$ cat config.mk
export PLATFORM = sky130hd
export DESIGN_NAME = s2c_call_arb_flat
export DESIGN_NICKNAME = d
export VERILOG_FILES = /design/src/rtl/s2c_pkg.sv /design/src/rtl/s2c_call_arb_if.sv /design/src/rtl/s2c_rr_pick.sv /design/src/rtl/s2c_call_arb.sv /design/src/flat_wrapper.sv
export SDC_FILE = /design/constraint.sdc
export NUM_CORES = 1
export LEC_CHECK = 0
export ABC_AREA = 1
export CAP_MARGIN = 15
export CORE_AREA = 2 2 284 286
export DETAILED_ROUTE_END_ITERATION = 10
export DIE_AREA = 0 0 286 288
export GPL_ROUTABILITY_DRIVEN = 0
export GPL_TIMING_DRIVEN = 0
export PLACE_DENSITY = 0.46
export RECOVER_POWER = 25
export SYNTH_ARGS = -nofsm -noshare
export SYNTH_HDL_FRONTEND = slang
export SYNTH_SLANG_ARGS = --single-unit
$ cat constraint.sdc
create_clock -name clk -period 2.6 [get_ports clk]
set_input_delay 0.39 -clock clk [delete_from_list [all_inputs] [get_ports clk]]
set_output_delay 0.39 -clock clk [all_outputs]
set_load 0.01 [all_outputs]
$ cat src/rtl/s2c_pkg.sv
// Shared types and constants for the sim-to-C call arbiter.
package s2c_pkg;

    typedef struct packed {
        logic [31:0] id;
        logic [31:0] fn;
        logic [31:0] addr;
        logic [31:0] size;
    } s2c_call_s;

    typedef enum logic [1:0] {
        IDLE,
        ISSUE,
        WAIT,
        RESP
    } s2c_state_e;

    localparam logic [31:0] S2C_RET_TIMEOUT = 32'hFFFF_FFFF;

endpackage

$ cat src/rtl/s2c_call_arb_if.sv
// Requester and downstream call-channel signals of the arbiter.
interface s2c_call_arb_if
    import s2c_pkg::*;
#(
    parameter int unsigned NUM_REQ = 4
);
    localparam int unsigned IW = $clog2(NUM_REQ);

    logic [NUM_REQ-1:0]            req_valid;
    s2c_call_s [NUM_REQ-1:0]       req_call;
    logic [NUM_REQ-1:0]            req_ready;
    logic [NUM_REQ-1:0]            rsp_valid;
    logic [31:0]                   rsp_ret;
    logic                          rsp_err;
    logic                          call_valid;
    s2c_call_s                     call;
    logic                          call_ready;
    logic                          done_valid;
    logic [31:0]                   done_ret;
    logic                          busy;
    logic [IW-1:0]                 grant_idx;

    modport slave (
        input  req_valid, req_call, call_ready, done_valid, done_ret,
        output req_ready, rsp_valid, rsp_ret, rsp_err, call_valid, call, busy, grant_idx
    );

    modport master (
        output req_valid, req_call, call_ready, done_valid, done_ret,
        input  req_ready, rsp_valid, rsp_ret, rsp_err, call_valid, call, busy, grant_idx
    );

endinterface

$ cat src/rtl/s2c_rr_pick.sv
// Round-robin picker: first requesting index after 'last', wrapping.
module s2c_rr_pick #(
    parameter int unsigned NUM_REQ = 4
) (
    input  logic [NUM_REQ-1:0]         req,
    input  logic [$clog2(NUM_REQ)-1:0] last,
    output logic [$clog2(NUM_REQ)-1:0] grant,
    output logic                       any
);
    localparam int unsigned IW = $clog2(NUM_REQ);

    int unsigned idx;
    logic        found;

    always_comb begin
        grant = '0;
        found = 1'b0;
        idx   = 0;
        any   = |req;
        for (int unsigned i = 1; i <= NUM_REQ; i++) begin
            idx = (32'(last) + i) % NUM_REQ;
            if (!found && req[IW'(idx)]) begin
                found = 1'b1;
                grant = IW'(idx);
            end
        end
    end

endmodule

$ cat src/rtl/s2c_call_arb.sv
// Arbitrates NUM_REQ requesters onto a single outstanding sim-to-C call with timeout.
module s2c_call_arb
    import s2c_pkg::*;
#(
    parameter int unsigned NUM_REQ = 4,
    parameter int unsigned TIMEOUT = 1024
) (
    input logic           clk,
    input logic           rst,
    s2c_call_arb_if.slave bus
);
    localparam int unsigned   IW       = $clog2(NUM_REQ);
    localparam int unsigned   CW       = $clog2(TIMEOUT) + 1;
    localparam logic [CW-1:0] CNT_LAST = CW'(TIMEOUT - 1);

    s2c_state_e         state;
    logic [IW-1:0]      last_grant;
    logic [IW-1:0]      pick_idx;
    logic               pick_any;
    logic [CW-1:0]      cnt;
    logic [IW-1:0]      grant_idx;
    logic [NUM_REQ-1:0] grant_mask;
    logic [NUM_REQ-1:0] req_ready;
    logic [NUM_REQ-1:0] rsp_valid;
    logic [31:0]        rsp_ret;
    logic               rsp_err;
    logic               call_valid;
    s2c_call_s          call;
    logic               busy;

    s2c_rr_pick #(.NUM_REQ(NUM_REQ)) u_pick (
        .req   (bus.req_valid),
        .last  (last_grant),
        .grant (pick_idx),
        .any   (pick_any)
    );

    assign grant_mask = NUM_REQ'(1) << grant_idx;

    // Gated by rst so a request seen during reset is never acknowledged.
    always_comb begin
        req_ready = '0;
        if (!rst && state == IDLE && pick_any) req_ready[pick_idx] = 1'b1;
    end

    always_ff @(posedge clk) begin
        if (rst) begin
            state      <= IDLE;
            last_grant <= IW'(NUM_REQ - 1);
            cnt        <= '0;
            grant_idx  <= '0;
            rsp_valid  <= '0;
            rsp_ret    <= '0;
            rsp_err    <= 1'b0;
            call_valid <= 1'b0;
            call       <= '0;
            busy       <= 1'b0;
        end else begin
            rsp_valid <= '0;
            unique case (state)
                IDLE: begin
                    if (pick_any) begin
                        call       <= bus.req_call[pick_idx];
                        grant_idx  <= pick_idx;
                        call_valid <= 1'b1;
                        busy       <= 1'b1;
                        state      <= ISSUE;
                    end
                end
                ISSUE: begin
                    if (bus.call_ready) begin
                        call_valid <= 1'b0;
                        cnt        <= '0;
                        state      <= WAIT;
                    end
                end
                WAIT: begin
                    if (cnt != '1) cnt <= cnt + CW'(1);
                    // A completion arriving on the timeout cycle takes priority.
                    if (bus.done_valid) begin
                        rsp_ret   <= bus.done_ret;
                        rsp_err   <= 1'b0;
                        rsp_valid <= grant_mask;
                        state     <= RESP;
                    end else if (cnt >= CNT_LAST) begin
                        rsp_ret   <= S2C_RET_TIMEOUT;
                        rsp_err   <= 1'b1;
                        rsp_valid <= grant_mask;
                        state     <= RESP;
                    end
                end
                RESP: begin
                    last_grant <= grant_idx;
                    busy       <= 1'b0;
                    state      <= IDLE;
                end
                default: state <= IDLE;
            endcase
        end
    end

    assign bus.req_ready  = req_ready;
    assign bus.rsp_valid  = rsp_valid;
    assign bus.rsp_ret    = rsp_ret;
    assign bus.rsp_err    = rsp_err;
    assign bus.call_valid = call_valid;
    assign bus.call       = call;
    assign bus.busy       = busy;
    assign bus.grant_idx  = grant_idx;

endmodule

$ cat src/flat_wrapper.sv
// flat-port wrapper written by rule: the top's interface ports become plain ports
module s2c_call_arb_flat import s2c_pkg::*;
#(
    parameter int unsigned NUM_REQ = 4,
    parameter int unsigned TIMEOUT = 1024
)
  (clk, rst, bus_req_valid, bus_req_call, bus_call_ready, bus_done_valid, bus_done_ret, bus_req_ready, bus_rsp_valid, bus_rsp_ret, bus_rsp_err, bus_call_valid, bus_call, bus_busy, bus_grant_idx);
  s2c_call_arb_if #(.NUM_REQ(NUM_REQ)) bus_i ();
  input logic clk;
  input logic rst;
  input wire logic [$bits(bus_i.req_valid)-1:0] bus_req_valid;
  input wire logic [$bits(bus_i.req_call)-1:0] bus_req_call;
  input wire logic [$bits(bus_i.call_ready)-1:0] bus_call_ready;
  input wire logic [$bits(bus_i.done_valid)-1:0] bus_done_valid;
  input wire logic [$bits(bus_i.done_ret)-1:0] bus_done_ret;
  output wire logic [$bits(bus_i.req_ready)-1:0] bus_req_ready;
  output wire logic [$bits(bus_i.rsp_valid)-1:0] bus_rsp_valid;
  output wire logic [$bits(bus_i.rsp_ret)-1:0] bus_rsp_ret;
  output wire logic [$bits(bus_i.rsp_err)-1:0] bus_rsp_err;
  output wire logic [$bits(bus_i.call_valid)-1:0] bus_call_valid;
  output wire logic [$bits(bus_i.call)-1:0] bus_call;
  output wire logic [$bits(bus_i.busy)-1:0] bus_busy;
  output wire logic [$bits(bus_i.grant_idx)-1:0] bus_grant_idx;
  assign bus_i.req_valid = bus_req_valid;
  assign bus_i.req_call = bus_req_call;
  assign bus_i.call_ready = bus_call_ready;
  assign bus_i.done_valid = bus_done_valid;
  assign bus_i.done_ret = bus_done_ret;
  assign bus_req_ready = bus_i.req_ready;
  assign bus_rsp_valid = bus_i.rsp_valid;
  assign bus_rsp_ret = bus_i.rsp_ret;
  assign bus_rsp_err = bus_i.rsp_err;
  assign bus_call_valid = bus_i.call_valid;
  assign bus_call = bus_i.call;
  assign bus_busy = bus_i.busy;
  assign bus_grant_idx = bus_i.grant_idx;
  s2c_call_arb #(.NUM_REQ(NUM_REQ), .TIMEOUT(TIMEOUT)) u_core (.clk(clk), .rst(rst), .bus(bus_i));
endmodule
Word level (Yosys, flattened, before mapping)
Cells that the tools add are included.
- $add $sub $neg: 5
- magnitude comparators: 7
- equality and inequality tests: 8
- bitwise gates (word level): 1
- reductions and logical operators: 23
- multiplexer cells: 38
- shift operators: 1
- operators with widths (kind ; count):
    binary-select mux 128 bit (select 2 bit) ; 1
    2-to-1 mux 128 bit ; 1
    2-to-1 mux 32 bit ; 2
    2-to-1 mux 11 bit ; 2
    one-hot mux 11 bit (2 select lines) ; 1
    2-to-1 mux 2 bit ; 8
    < comparator 2 x 3 -> 1 bit, second input constant ; 5
    2-to-1 mux 1 bit ; 12
    2-to-1 mux 4 bit ; 3
    adder 11 x 1 -> 11 bit, second input constant ; 1
    greater-or-equal comparator 11 x 10 -> 1 bit, second input constant ; 1
    inequality test 11 bit, second input constant ; 1
    AND reduction 3 bit ; 3
    binary-select mux 1 bit (select 2 bit) ; 4
    one-hot mux 2 bit (4 select lines) ; 1
    nonzero test 2 bit ; 4
    logical AND 1 bit ; 6
    AND reduction 2 bit ; 3
    adder 2 x 1 -> 2 bit, second input constant ; 2
    adder 2 bit, second input constant ; 2
    equality test 2 bit, second input constant ; 2
    zero test 1 bit ; 4
    inequality test 2 x 1 -> 1 bit, second input constant ; 2
    one-hot mux 1 bit (2 select lines) ; 2
    other kinds (10) ; 10
- register bits after elaboration: 184
- output and inout port bits: 173

Logic depth before layout (Yosys ltp)
Gate-level depths: netlist of the first run.
- word-level depth: 18
- gate-level depth with buffers: 17
- gate-level depth less buffers: 15

Cells and area by module
Synthesis of the first run repeated with hierarchy kept, for this count alone.
- cell total of the unflattened synthesis: 1417
- area, all modules: 10561.4 um2
- modules (own cells, without submodules) (module ; area an instance (um2) ; seq. area each (um2) ; cells an instance ; times used):
    s2c_call_arb ; 10259.8 ; 3683.5 ; 1367 ; 1
    s2c_rr_pick ; 301.5 ; 0.0 ; 50 ; 1

Worst setup path before layout of the first run
Ideal clock, no wire load.
- path kind: reg-to-output
- start: reg u_core.last_grant[0]
- end: out bus_req_ready[1]
- path buffers: 3
- cell stages (with the launch flop): 12
- slack: 0.366 ns
- arrival time: 1.844 ns
- cell sequence: dfxtp_1 buf_6 nand2_1 nand3_1 nand2_2 nor2_4 nand4_4 nand2_4 buf_6 buf_2 inv_1 nor3_1
- cells in the longest elaborated chain, start to end: 18
- elaborated cells between the ends (all ways): 31
- RTL lines (what ; line ; source):
    start: declaration ; s2c_call_arb.sv:17 ; logic [IW-1:0] last_grant;
    start signal: assignment ; s2c_call_arb.sv:49 ; last_grant <= IW'(NUM_REQ - 1);
    start signal: assignment ; s2c_call_arb.sv:93 ; last_grant <= grant_idx;
    adder 2 x 1 -> 2 bit ; s2c_rr_pick.sv:21 ; idx = (32'(last) + i) % NUM_REQ;
    binary-select mux 1 bit (select 2 bit) ; s2c_rr_pick.sv:22 ; if (!found && req[IW'(idx)]) begin
    2-to-1 mux 1 bit (not written as such) ; s2c_rr_pick.sv:22 ;
    2-to-1 mux 1 bit ; s2c_rr_pick.sv:22 ;
    zero test 1 bit ; s2c_rr_pick.sv:22 ;
    logical AND 1 bit ; s2c_rr_pick.sv:22 ;
    2-to-1 mux 1 bit ; s2c_rr_pick.sv:22 ;
    zero test 1 bit ; s2c_rr_pick.sv:22 ;
    (+2 left out) ; -- ;
    zero test 1 bit ; s2c_rr_pick.sv:22 ;
    logical AND 1 bit ; s2c_rr_pick.sv:22 ;
    2-to-1 mux 2 bit (*) ; s2c_rr_pick.sv:22 ;
    < comparator 2 x 3 -> 1 bit (not written as such) or greater-or-equal comparator 2 x 1 -> 1 bit (tied branches) ; s2c_call_arb.sv:43 ; if (!rst && state == IDLE && pick_any) req_ready[pick_idx] = 1'b1;
    logical AND 1 bit (not written as such) ; s2c_call_arb.sv:43 ;
    2-to-1 mux 1 bit (not written as such) ; s2c_call_arb.sv:43 ;
    demux 1 bit (select 2 bit) (*) ; -- ;
    2-to-1 mux 4 bit (*) ; s2c_call_arb.sv:43 ;
    end: declaration ; flat_wrapper.sv:16 ; output wire logic [$bits(bus_i.req_ready)-1:0] bus_req_ready;
Every way passes the cells marked *; elsewhere a longest branch is shown, timed or not. The select of a mux whose other input is x is not followed.

Final worst setup path of the first run
- start: reg u_core.last_grant[0]
- end: out bus_req_ready[3]
The elaborated chain is that of the path after synthesis.

==> impl_metrics.json, run 1 <==
{
  "outcome": "complete, but fails checks",
  "failed_checks": "setup timing",
  "cpMaxStageDelayCell": "dfxtp_4",
  "maximum_vdd_drop_v": 0.0004938,
  "fp_rows": 104,
  "detail_route.wirelength.met1_um": 38860,
  "unrepaired_setup_endpoints_after_global_routing": "yes",
  "hpwl_um": 66450,
  "clock_path_buffers": 2,
  "io_buffers": 723,
  "grt_pass1_vias": 16590,
  "synth.area.mux_share_pct": 0,
  "cts_tree": "done",
  "cts_sinks": 184,
  "fin_total_pwr_w": 0.02778,
  "postSynth.asyncResetShare_pct": 0,
  "cp.required_ps": 2210,
  "drt-pass1-iter-count": 6,
  "p_leak_nw": 12.14,
  "critPathCaptureType": "primary output",
  "tightestPinTransition_ps": 903.9,
  "post_synth_inst_count": 2298,
  "postSynthNetCount": 2855,
  "dpl_worst_slack_ps": -1787,
  "met3_wirelength_um": 4995,
  "route.antenna.remaining_nets": 0,
  "hold_viol_final": 0,
  "grt_antenna_before_repair": 13,
  "synth_top_flop_cell": "dfxtp_1",
  "critPathMaxFanout": 10,
  "core_region_area_um2": 79640,
  "vias": 17450,
  "cts_buffers": 17,
  "syn_area_um2": 12610,
  "clk-insertion-delay-late_ps": 500,
  "dominant_combinational_cell_family_by_area_after_synthesis": "simple AND/OR/NAND/NOR gates",
  "slew_headroom_pct": 39.74,
  "synth-adder-area-share_pct": 0.4961,
  "post_synth_xor_area_fraction_pct": 0.06946,
  "synth-seq-area-share_pct": 29.21,
  "post_drt_via_cell_ratio": 4.171,
  "finalHoldWorstSlack_ps": 449.4,
  "list_of_cells_traversed_by_the_critical_path": "buf_12 > nand2_4 > nand2_4 > nand2_4 > nand2_4 > nor2_4 > nand3_1 > nand3_2 > nand2_8 > buf_12 > buf_6 > nor3_2 > buf_2",
  "yosysWarnings": 0,
  "grt_first_pass_wirelength_um": 116100,
  "postSynthRegisterBits": 184,
  "drcViolationCount": 0,
  "die_y_um": 288,
  "groute.usage.overall_pct": 19.56,
  "count_of_filler_cells_inserted_in_the_layout": 8823,
  "final.min_clock_period_ps": 2825,
  "met2_wirelength_um": 42830,
  "reg_clk_slew_reported_paths_ps": 90,
  "fmax_mhz": 354.0,
  "setup.worst_path.class": "flop to primary output",
  "setup_ws_ps": -224.5,
  "worst_hold_path_type": "flop to flop",
  "synth_edf_count": 0,
  "die_width_um": 286,
  "drtIter0Drc": 945,
  "maxUsedRoutingLayer": "met5",
  "fp.dieArea_um2": 82370,
  "start_util_pct": 15.83,
  "yosys.area_share.simple_pct": 53.54,
  "power_density_nw_per_um2": 1094,
  "timing.final.max_slew_violations": 0,
  "tns_ps": -5470,
  "crit_path_largest_cell_delay_ps": 380,
  "start_kind": "flop",
  "finish.net_count": 3659,
  "post_synth_num_cell_types": 28,
  "mean_instance_size_in_the_synthesized_netlist_um2": 5.487,
  "h-tree-depth": 4,
  "wirelength_um": 88380,
  "drv.max_cap_violation_count": 0,
  "drive_above_1_share_pct": 19.39,
  "setup_viol_count_final": 111,
  "most_common_library_cell_in_the_layout_ignoring_fill_and_taps": "nand2_1",
  "cts.root.buffer_cell": "clkbuf_16",
  "maximum_number_of_pins_on_one_net_before_global_route_repair": 21,
  "holdBufCountCts": 0,
  "top_level_ports": 725,
  "grt-ovfl-total": 0,
  "syn2layout_area_growth_pct": 101.5,
  "final_util_pct": 31.90,
  "clock_skew_ps": 16.65,
  "leading_cell_types_in_the_layout_fill_and_taps_excluded": "796 x nand2_1, 670 x clkdlybuf4s50_1, 269 x nor2_1",
  "critical-path-top-cell-by-count": "nand2_4",
  "synth_compound_gate_area_share_pct": 4.108,
  "layout_worst_path_cycle_share_pct": 108.6,
  "detail_route.wl_per_cell_um": 21.12,
  "worstPathArrival_ps": 2430
}
-- final cells by class --
class                   count  area, um2  share of cell area [%]
plain buffers             164       1469                   5.782
well taps                1060       1326                   5.221
inverters                 197      759.5                   2.990
diodes                      9      22.52                 0.08866
clock inverters            15      193.9                  0.7634
clock buffers              17      425.4                   1.675
repair buffers            788       8371                   32.95
multi-input cells        1750       9145                   36.00
flip-flops and latches    184       3691                   14.53
-- final timing paths --
| check | start | endpoint | slack [ps] | depth (start not counted) |
|---|---|---|---|---|
| worst max-delay path | u_core.last_grant[0] | bus_req_ready[3] | -220 | 13 |
| worst min-delay path | u_core.bus.rsp_ret[14] | u_core.bus.rsp_ret[14] | 450 | 2 |
| worst max register to register | u_core.last_grant[0] | u_core.bus.call[65] | -100 | 21 |
| worst min register to register | u_core.bus.rsp_ret[14] | u_core.bus.rsp_ret[14] | 450 | 2 |
-- report_power, final --
| group | switching (W) | internal, W | total (W) |
|---|---|---|---|
| clock network | 0.00147 | 0.00140 | 0.00287 |
| registers | 0.000552 | 0.00376 | 0.00431 |
| logic | 0.0125 | 0.00813 | 0.0206 |
| total | 0.0145 | 0.0133 | 0.0278 |
-- per-layer routing --
| metal | vias up | track usage, % |
|---|---|---|
| met5 | - | 0 |
| met4 | 8 | 5.406 |
| met3 | 68 | 4.303 |
| met2 | 506 | 33.35 |
| met1 | 8105 | 24.70 |
| li1 | 8765 | - |
-- flip-flops by register name (all words and copies together), names as in the netlist --
signal	count
u_core.bus.call_valid	1
u_core.bus.rsp_ret	32
u_core.bus.busy	1
u_core.bus.rsp_valid	4
u_core.last_grant	2
u_core.bus.rsp_err	1
u_core.state	2
u_core.bus.call	128
u_core.bus.grant_idx	2
u_core.cnt	11
-- what timing repair did --
item | CTS | global route
endpoints found under the setup margin | 135 | 135
cloned | 0 | 31
pin swaps | 12 | 329
buffers inserted | 18 | 14
resized for setup | 113 | 617
-- stage by stage --
step / area, um2 / instances
floorplan: 12610 / 2298
global placement: 21170 / 4081
detailed placement: 21220 / 4084
CTS: 22240 / 4132
global route: 25400 / 4181
finish: 25400 / 4184
-- cell families (layout without fill, tap and decap cells) --
family,after synthesis,in the layout
DFF,184,184
other,0,9
adders and majority gates,5,5
AOI/OAI and AO/OA,99,99
xor gates and xnor gates,1,1
buffers and inverters,364,1181
and+or+nand+nor,1645,1645
-- Yosys cell counts (3+ instances only) --
cell type / instances / area, um2
nand2_1: 950 / 3566
nand3_1: 403 / 2017
nor2_1: 269 / 1010
inv_1: 194 / 728.2
dfxtp_1: 184 / 3684
clkbuf_1: 71 / 266.5
buf_2: 67 / 335.3
a21oi_1: 47 / 235.2
o21ai_0: 44 / 220.2
buf_4: 16 / 120.1
buf_6: 10 / 112.6
nor3_1: 8 / 40.04
nand2_2: 6 / 37.54
ha_1: 5 / 62.56
buf_1: 3 / 11.26
inv_2: 3 / 11.26
nand4_1: 3 / 18.77
nor4_1: 3 / 18.77
-- worst max-delay path: cells and delay by family (launching register included) --
| family | cells | cell delay, ps |
|---|---|---|
| flip-flops | 1 | 380 |
| buffers and inverters | 4 | 630 |
| AND/OR/NAND/NOR | 9 | 910 |
Power figures use the tool's default switching activity.
==> run 2, diff against run 1 <==
- CORE_AREA: 2 2 284 286 -> 2 2 282 284
- DIE_AREA: 0 0 286 288 -> 0 0 284 286
- PLACE_DENSITY: 0.46 -> 0.48
- clock period: 2.6 -> 2.55 ns (I/O delays scaled with it)
==> impl_metrics.json, run 2 (synthesized netlist as in run 1, its figures left out) <==
{
  "power_density_nw_per_um2": 1148,
  "drtIter0Drc": 929,
  "layout_worst_path_cycle_share_pct": 111.0,
  "maximum_number_of_pins_on_one_net_before_global_route_repair": 19,
  "largest_register": "u_core.bus.call",
  "critPathMaxFanout": 10,
  "most_common_library_cell_in_the_layout_ignoring_fill_and_taps": "nand2_1",
  "failed_checks": "setup timing",
  "grt_antenna_before_repair": 6,
  "p_leak_nw": 10.94,
  "hpwl_um": 67640,
  "leading_cell_types_in_the_layout_fill_and_taps_excluded": "933 x nand2_1, 647 x clkdlybuf4s50_1, 393 x nand3_1",
  "crit_family": "buffers and inverters",
  "top_level_ports": 725,
  "reg_clk_slew_reported_paths_ps": 70,
  "largest_register_ff_count": 128,
  "p_comb_share_pct": 71.3,
  "start_kind": "input pin",
  "cts_sinks": 184,
  "drcViolationCount": 0,
  "drt-pass1-iter-count": 7,
  "critPathCaptureType": "primary output",
  "switchingPower_w": 0.01359,
  "intPower_w": 0.01226,
  "grt_first_pass_wirelength_um": 118300,
  "finish.net_count": 3617,
  "crit_path_largest_cell_delay_ps": 610,
  "clk-insertion-delay-late_ps": 500,
  "unrepaired_setup_endpoints_after_global_routing": "yes",
  "worst-path-buf-inv": 4,
  "start_util_pct": 16.09,
  "critical-path-top-cell-by-count": "clkbuf_8",
  "worst_hold_path_type": "flop to flop",
  "setup_viol_count_final": 7,
  "hold_viol_final": 0,
  "die_width_um": 284,
  "instance_count_after_placement_with_tap_cells_included": 4072,
  "cts_buffers": 17,
  "drv.max_cap_violation_count": 0,
  "fp_rows": 103,
  "largestRegisters": "u_core.bus.call (128), u_core.bus.rsp_ret (32), u_core.cnt (11)",
  "setup.worst_path.class": "input pin to primary output",
  "core_region_area_um2": 78360,
  "post_drt_via_cell_ratio": 4.172,
  "dpl-instance-area_um2": 21180,
  "vias": 17220,
  "outcome": "complete, but fails checks",
  "detail_route.wl_per_cell_um": 20.47,
  "clkPwrFrac_pct": 11.8,
  "cts_tree": "done",
  "cp.required_ps": 2170,
  "grt-ovfl-total": 0,
  "worstPathArrival_ps": 2450,
  "final.min_clock_period_ps": 2831,
  "die_y_um": 286,
  "fp.dieArea_um2": 81220,
  "clock_skew_ps": 20.34,
  "slew_headroom_pct": 36.06,
  "post_layout_nonfiller_instances": 4128,
  "syn2layout_area_growth_pct": 78.56,
  "io_buffers": 723,
  "grt_pass1_vias": 16820,
  "drive_above_1_share_pct": 7.227,
  "tightestPinTransition_ps": 959.1,
  "list_of_cells_traversed_by_the_critical_path": "clkdlybuf4s50_1 > nor4_1 > nor2_2 > clkbuf_8 > clkbuf_8 > nand2_2 > nor3_2 > buf_2",
  "cts.root.buffer_cell": "clkbuf_16",
  "cpMaxStageDelayCell": "nor4_1",
  "setup_ws_ps": -281.1,
  "h-tree-depth": 4,
  "post-route-cell-area_um2": 22520,
  "clock_path_buffers": 2,
  "p_seq_share_pct": 16.9,
  "maximum_vdd_drop_v": 0.0004803,
  "timing.final.max_slew_violations": 0,
  "groute.usage.overall_pct": 20.20,
  "power.share.switching_pct": 52.56,
  "wirelength_um": 84510,
  "route.antenna.remaining_nets": 0,
  "fmax_mhz": 353.2
}
## run 2: cell types whose count changed in the layout (fill, tap and decap cells not counted), sizes merged
cell / delta
inv: -1
buf: -24
clkinv: -2
clkbuf: -18
diode: -3
clkdlybuf4s50: -23
dlymetal6s2s: -1
dlygate4sd3: +24
bufinv: +2
## run 2: timing repair
| action | 4_1_cts | 5_1_grt |
|---|---|---|
| setup buffers | 21 | 1 |
| hold buffers | 0 | 0 |
| gates resized for setup | 120 | 94 |
| setup endpoints to repair | 135 | 132 |
| pin swaps | 10 | 9 |
## run 2: worst reg2reg max path, cell delays in order (launching register included)
cell,delay [ps]
dfxtp_4,390
buf_8,140
nand2_2,70
nand3_2,80
nand2_2,80
nor2_4,180
nand4_1,230
nand2_8,200
inv_6,50
buf_12,130
buf_4,200
buf_4,200
buf_6,180
nand2_1,80
nand3_1,120
nand2_1,90
inv_1,30
## run 2: power by group through the flow
stage | Clock, W | Sequential (W) | Combinational (W)
after global routing | 0.00329 | 0.00449 | 0.0204
after global placement | 0 | 0.00442 | 0.0175
final | 0.00306 | 0.00437 | 0.0184
after detailed placement | 0 | 0.00444 | 0.0175
after CTS | 0.00321 | 0.00439 | 0.0185
after floorplan | 0 | 0.00475 | 0.00910
## run 2: path summary, 6_finish.rpt
path | startpoint | endpoint | slack (ps) | cells past startpoint
max | bus_req_valid[2] | bus_req_ready[3] | -280 | 8
min | u_core.bus.rsp_ret[5] | u_core.bus.rsp_ret[5] | 450 | 2
max reg2reg | u_core.last_grant[0] | u_core.bus.call[39] | 0 | 16
min reg2reg | u_core.bus.rsp_ret[5] | u_core.bus.rsp_ret[5] | 450 | 2
## run 2: stage by stage
| stage | hold slack (ps) | setup slack, ps | util [%] | setup TNS (ps) | power [W] |
|---|---|---|---|---|---|
| finish | 447.0 | -281.1 | 28.74 | -1119 | 0.02585 |
| global route | 465.0 | -437.6 | 28.73 | -6170 | 0.02816 |
| CTS | 452.9 | -373.8 | 28.43 | -1551 | 0.02607 |
| detailed placement | 440.2 | -1999 | 27.02 | -144210 | 0.02195 |
| global placement | 436.6 | -1992 | 27.01 | -145920 | 0.02196 |
| floorplan | 437.0 | 323.3 | - | 0 | 0.01386 |
## run 2: final cells by class
type	instances	area, um2
Buffer	164	1144
Tap cell	1050	1314
Antenna cell	6	15.01
Clock buffer	17	425.4
Multi-Input combinational cell	1750	7543
Clock inverter	14	205.2
Fill cell	9002	55840
Sequential cell	184	3691
Timing Repair Buffer	746	7428
Inverter	197	749.5
## run 2: routing by layer
metal	wire (um)	up-vias	GRT usage, %	part of all wire (%)
met1	36910	7925	25.64	44
met4	1083	2	4.263	1.3
li1	-	8669	-	-
met5	13	-	0	0.015
met3	5621	48	4.761	6.7
met2	40880	580	34.71	48
==> run 3, diff against run 2 <==
- ABC_AREA: 1 -> default
- CORE_AREA: 2 2 282 284 -> 2 2 284 286
- DIE_AREA: 0 0 284 286 -> 0 0 286 288
- PLACE_DENSITY: 0.48 -> 0.47
==> impl_metrics.json, run 3 <==
{
  "top_level_ports": 725,
  "post_synth_inst_count": 1397,
  "r2r_end": "u_core.bus.call[121]",
  "critPathMaxFanout": 19,
  "final.min_clock_period_ps": 2497,
  "final_util_pct": 27.03,
  "cp.required_ps": 2170,
  "post-route-cell-area_um2": 21520,
  "timing.hold.worst_path_depth": 2,
  "yosysWarnings": 0,
  "synth-seq-area-share_pct": 30.50,
  "clock_path_buffers": 2,
  "intPower_w": 0.01142,
  "maximum_number_of_pins_on_one_net_before_global_route_repair": 20,
  "groute.usage.overall_pct": 17.04,
  "holdBufCountCts": 0,
  "instance_count_after_placement_with_tap_cells_included": 3181,
  "grt_pass1_vias": 14830,
  "vias": 14250,
  "timing.final.max_slew_violations": 0,
  "die_width_um": 286,
  "most_common_library_cell_in_the_layout_ignoring_fill_and_taps": "clkdlybuf4s50_1",
  "setup.worst_path.class": "input pin to primary output",
  "fp_rows": 104,
  "drt-pass1-iter-count": 5,
  "fin_total_pwr_w": 0.02014,
  "clkPwrFrac_pct": 15.8,
  "start_util_pct": 15.17,
  "list_of_cells_traversed_by_the_critical_path": "clkdlybuf4s50_1 > buf_6 > o41a_1 > buf_12 > buf_12 > and3_1 > buf_2",
  "hpwl_um": 60390,
  "drive_above_1_share_pct": 11.10,
  "fp.dieArea_um2": 82370,
  "mean_instance_size_in_the_synthesized_netlist_um2": 8.646,
  "core_region_area_um2": 79640,
  "worst-r2r-setup-slack_ps": 190,
  "power_density_nw_per_um2": 935.6,
  "clock_skew_ps": 15.39,
  "h-tree-depth": 4,
  "synthMostInstantiatedCell": "nor2_1",
  "outcome": "finished, final reports clean",
  "clk-insertion-delay-late_ps": 490,
  "post_layout_nonfiller_instances": 3217,
  "largest_register_ff_count": 128,
  "die_y_um": 288,
  "synth_common_cells": "296 x nor2_1, 184 x dfxtp_1, 130 x mux2i_1",
  "worstHoldEndpoint": "u_core.cnt[10]",
  "hold_viol_final": 0,
  "cts.root.buffer_cell": "clkbuf_16",
  "ys_top_cells_by_area": "dfxtp_1 30%, mux2i_1 11%, nor2_1 9.2%",
  "reg2regPathDepth": 10,
  "synth_largest_area_cell": "dfxtp_1",
  "share_of_the_synthesized_area_in_the_top_cell_type_pct": 30.50,
  "reg_clk_slew_reported_paths_ps": 80,
  "critical-path-top-cell-by-count": "buf_12",
  "tightestPinTransition_ps": 950.2,
  "start_kind": "input pin",
  "synth_edf_count": 0,
  "crit_path_largest_cell_delay_ps": 460,
  "critPathCaptureType": "primary output",
  "drcViolationCount": 0,
  "cts_tree": "done",
  "worstPathArrival_ps": 2110,
  "synth_top_flop_cell": "dfxtp_1",
  "maximum_vdd_drop_v": 0.0003958,
  "layout_worst_path_cycle_share_pct": 97.94,
  "hp-start": "u_core.cnt[10]",
  "switchingPower_w": 0.008714,
  "syn2layout_area_growth_pct": 78.18,
  "syn_area_um2": 12080,
  "worstReg2RegStart": "u_core.state[1]",
  "postSynthRegisterBits": 184,
  "finalHoldWorstSlack_ps": 500.1,
  "finish.net_count": 2698,
  "setup_viol_count_final": 0,
  "count_of_filler_cells_inserted_in_the_layout": 8582,
  "wirelength_um": 73300,
  "p_seq_share_pct": 24.1,
  "cpMaxStageDelayCell": "clkdlybuf4s50_1",
  "largest_register": "u_core.bus.call",
  "worst_setup_path_startpoint": "bus_req_valid[1]",
  "io_buffers": 722,
  "leading_cell_types_in_the_layout_fill_and_taps_excluded": "634 x clkdlybuf4s50_1, 294 x nor2_1, 184 x dfxtp_1",
  "detail_route.wl_per_cell_um": 22.78,
  "postSynth.asyncResetShare_pct": 0,
  "post_drt_via_cell_ratio": 4.429,
  "grt_first_pass_wirelength_um": 102500,
  "p_leak_nw": 8.494,
  "slew_headroom_pct": 36.66,
  "drv.max_cap_violation_count": 0,
  "drtIter0Drc": 594,
  "worst_hold_path_type": "flop to flop",
  "p_comb_share_pct": 60.2,
  "dpl-instance-area_um2": 20660,
  "power.share.switching_pct": 43.27,
  "largestRegisters": "u_core.bus.call (128), u_core.bus.rsp_ret (32), u_core.cnt (11)",
  "route.antenna.remaining_nets": 0,
  "postSynthNetCount": 1954,
  "cts_sinks": 184,
  "grt_antenna_before_repair": 11,
  "cts_buffers": 17,
  "post_synth_num_cell_types": 54,
  "grt-ovfl-total": 0,
  "fmax_mhz": 400.4
}
==> run 3: area by class of cell <==
| class | count | area (um2) | share of cell area (%) |
|---|---|---|---|
| multi-input cells | 1015 | 7530 | 34.98 |
| repair buffers | 728 | 7278 | 33.82 |
| flip-flops and latches | 184 | 3684 | 17.11 |
| well taps | 1060 | 1326 | 6.162 |
| plain buffers | 140 | 825.8 | 3.837 |
| clock buffers | 18 | 439.2 | 2.040 |
| clock inverters | 14 | 226.5 | 1.052 |
| inverters | 55 | 206.4 | 0.9592 |
| diodes | 3 | 7.507 | 0.03488 |
==> run 3: what timing repair did <==
| action | 4_1_cts | 5_1_grt |
|---|---|---|
| gates cloned | 0 | 0 |
| endpoints found under the hold margin | 0 | 0 |
| buffers inserted | 1 | 3 |
| endpoints found under the setup margin | 42 | 12 |
| gates resized for setup | 52 | 10 |
| pin swaps | 3 | 1 |
==> run 3: routing by layer <==
metal | vias up | part of all wire, % | routed length (um) | global-route usage (%)
met4 | 4 | 1.7 | 1271 | 4.411
li1 | 6713 | - | - | -
met3 | 66 | 7.0 | 5156 | 4.659
met2 | 596 | 52 | 38050 | 31.71
met5 | - | 0.034 | 25 | 0
met1 | 6868 | 39 | 28790 | 18.96
==> run 3: critical path, delay by kind of cell <==
family	cells	cell delay [ps]
buffers and inverters	5	1100
AO/OA/AOI/OAI	1	450
AND/OR/NAND/NOR	1	180
==> run 3: worst max-delay path by stage <==
stage               cells past startpoint                   end  slack, ps
floorplan                               6      bus_req_ready[2]        560
global placement                        8      bus_req_ready[2]      -1390
detailed placement                      8      bus_req_ready[2]      -1390
CTS                                     7      bus_req_ready[2]        -80
global route                            9  u_core.bus.call[124]        -20
finish                                  7      bus_req_ready[2]         50
==> run 3: kinds of logic (layout without fill, tap and decap cells) <==
family	after synthesis	count (layout)	share of synthesized area [%]
muxes	132	132	10.96
DFF	184	184	30.50
buffers and inverters	198	955	7.748
and+or+nand+nor	505	505	19.62
AOI/OAI and AO/OA	366	366	30.15
xor gates and xnor gates	7	7	0.5076
adders and majority gates	5	5	0.5179
other	0	3	0
==> run 3: stage by stage <==
stage / setup slack (ps) / setup TNS [ps]
detailed placement: -1391 / -57440
floorplan: 555.1 / 0
CTS: -77.88 / -77.88
global route: -16.80 / -17.20
global placement: -1392 / -123190
finish: 52.55 / 0
==> run 3: power groups by stage <==
stage	logic, W	clock network, W	registers, W
3_3_place_gp	0.0120	0	0.00488
3_5_place_dp	0.0121	0	0.00490
5_1_grt	0.0131	0.00337	0.00497
4_1_cts	0.0124	0.00330	0.00486
6_report	0.0121	0.00317	0.00484
2_1_floorplan	0.00607	0	0.00528
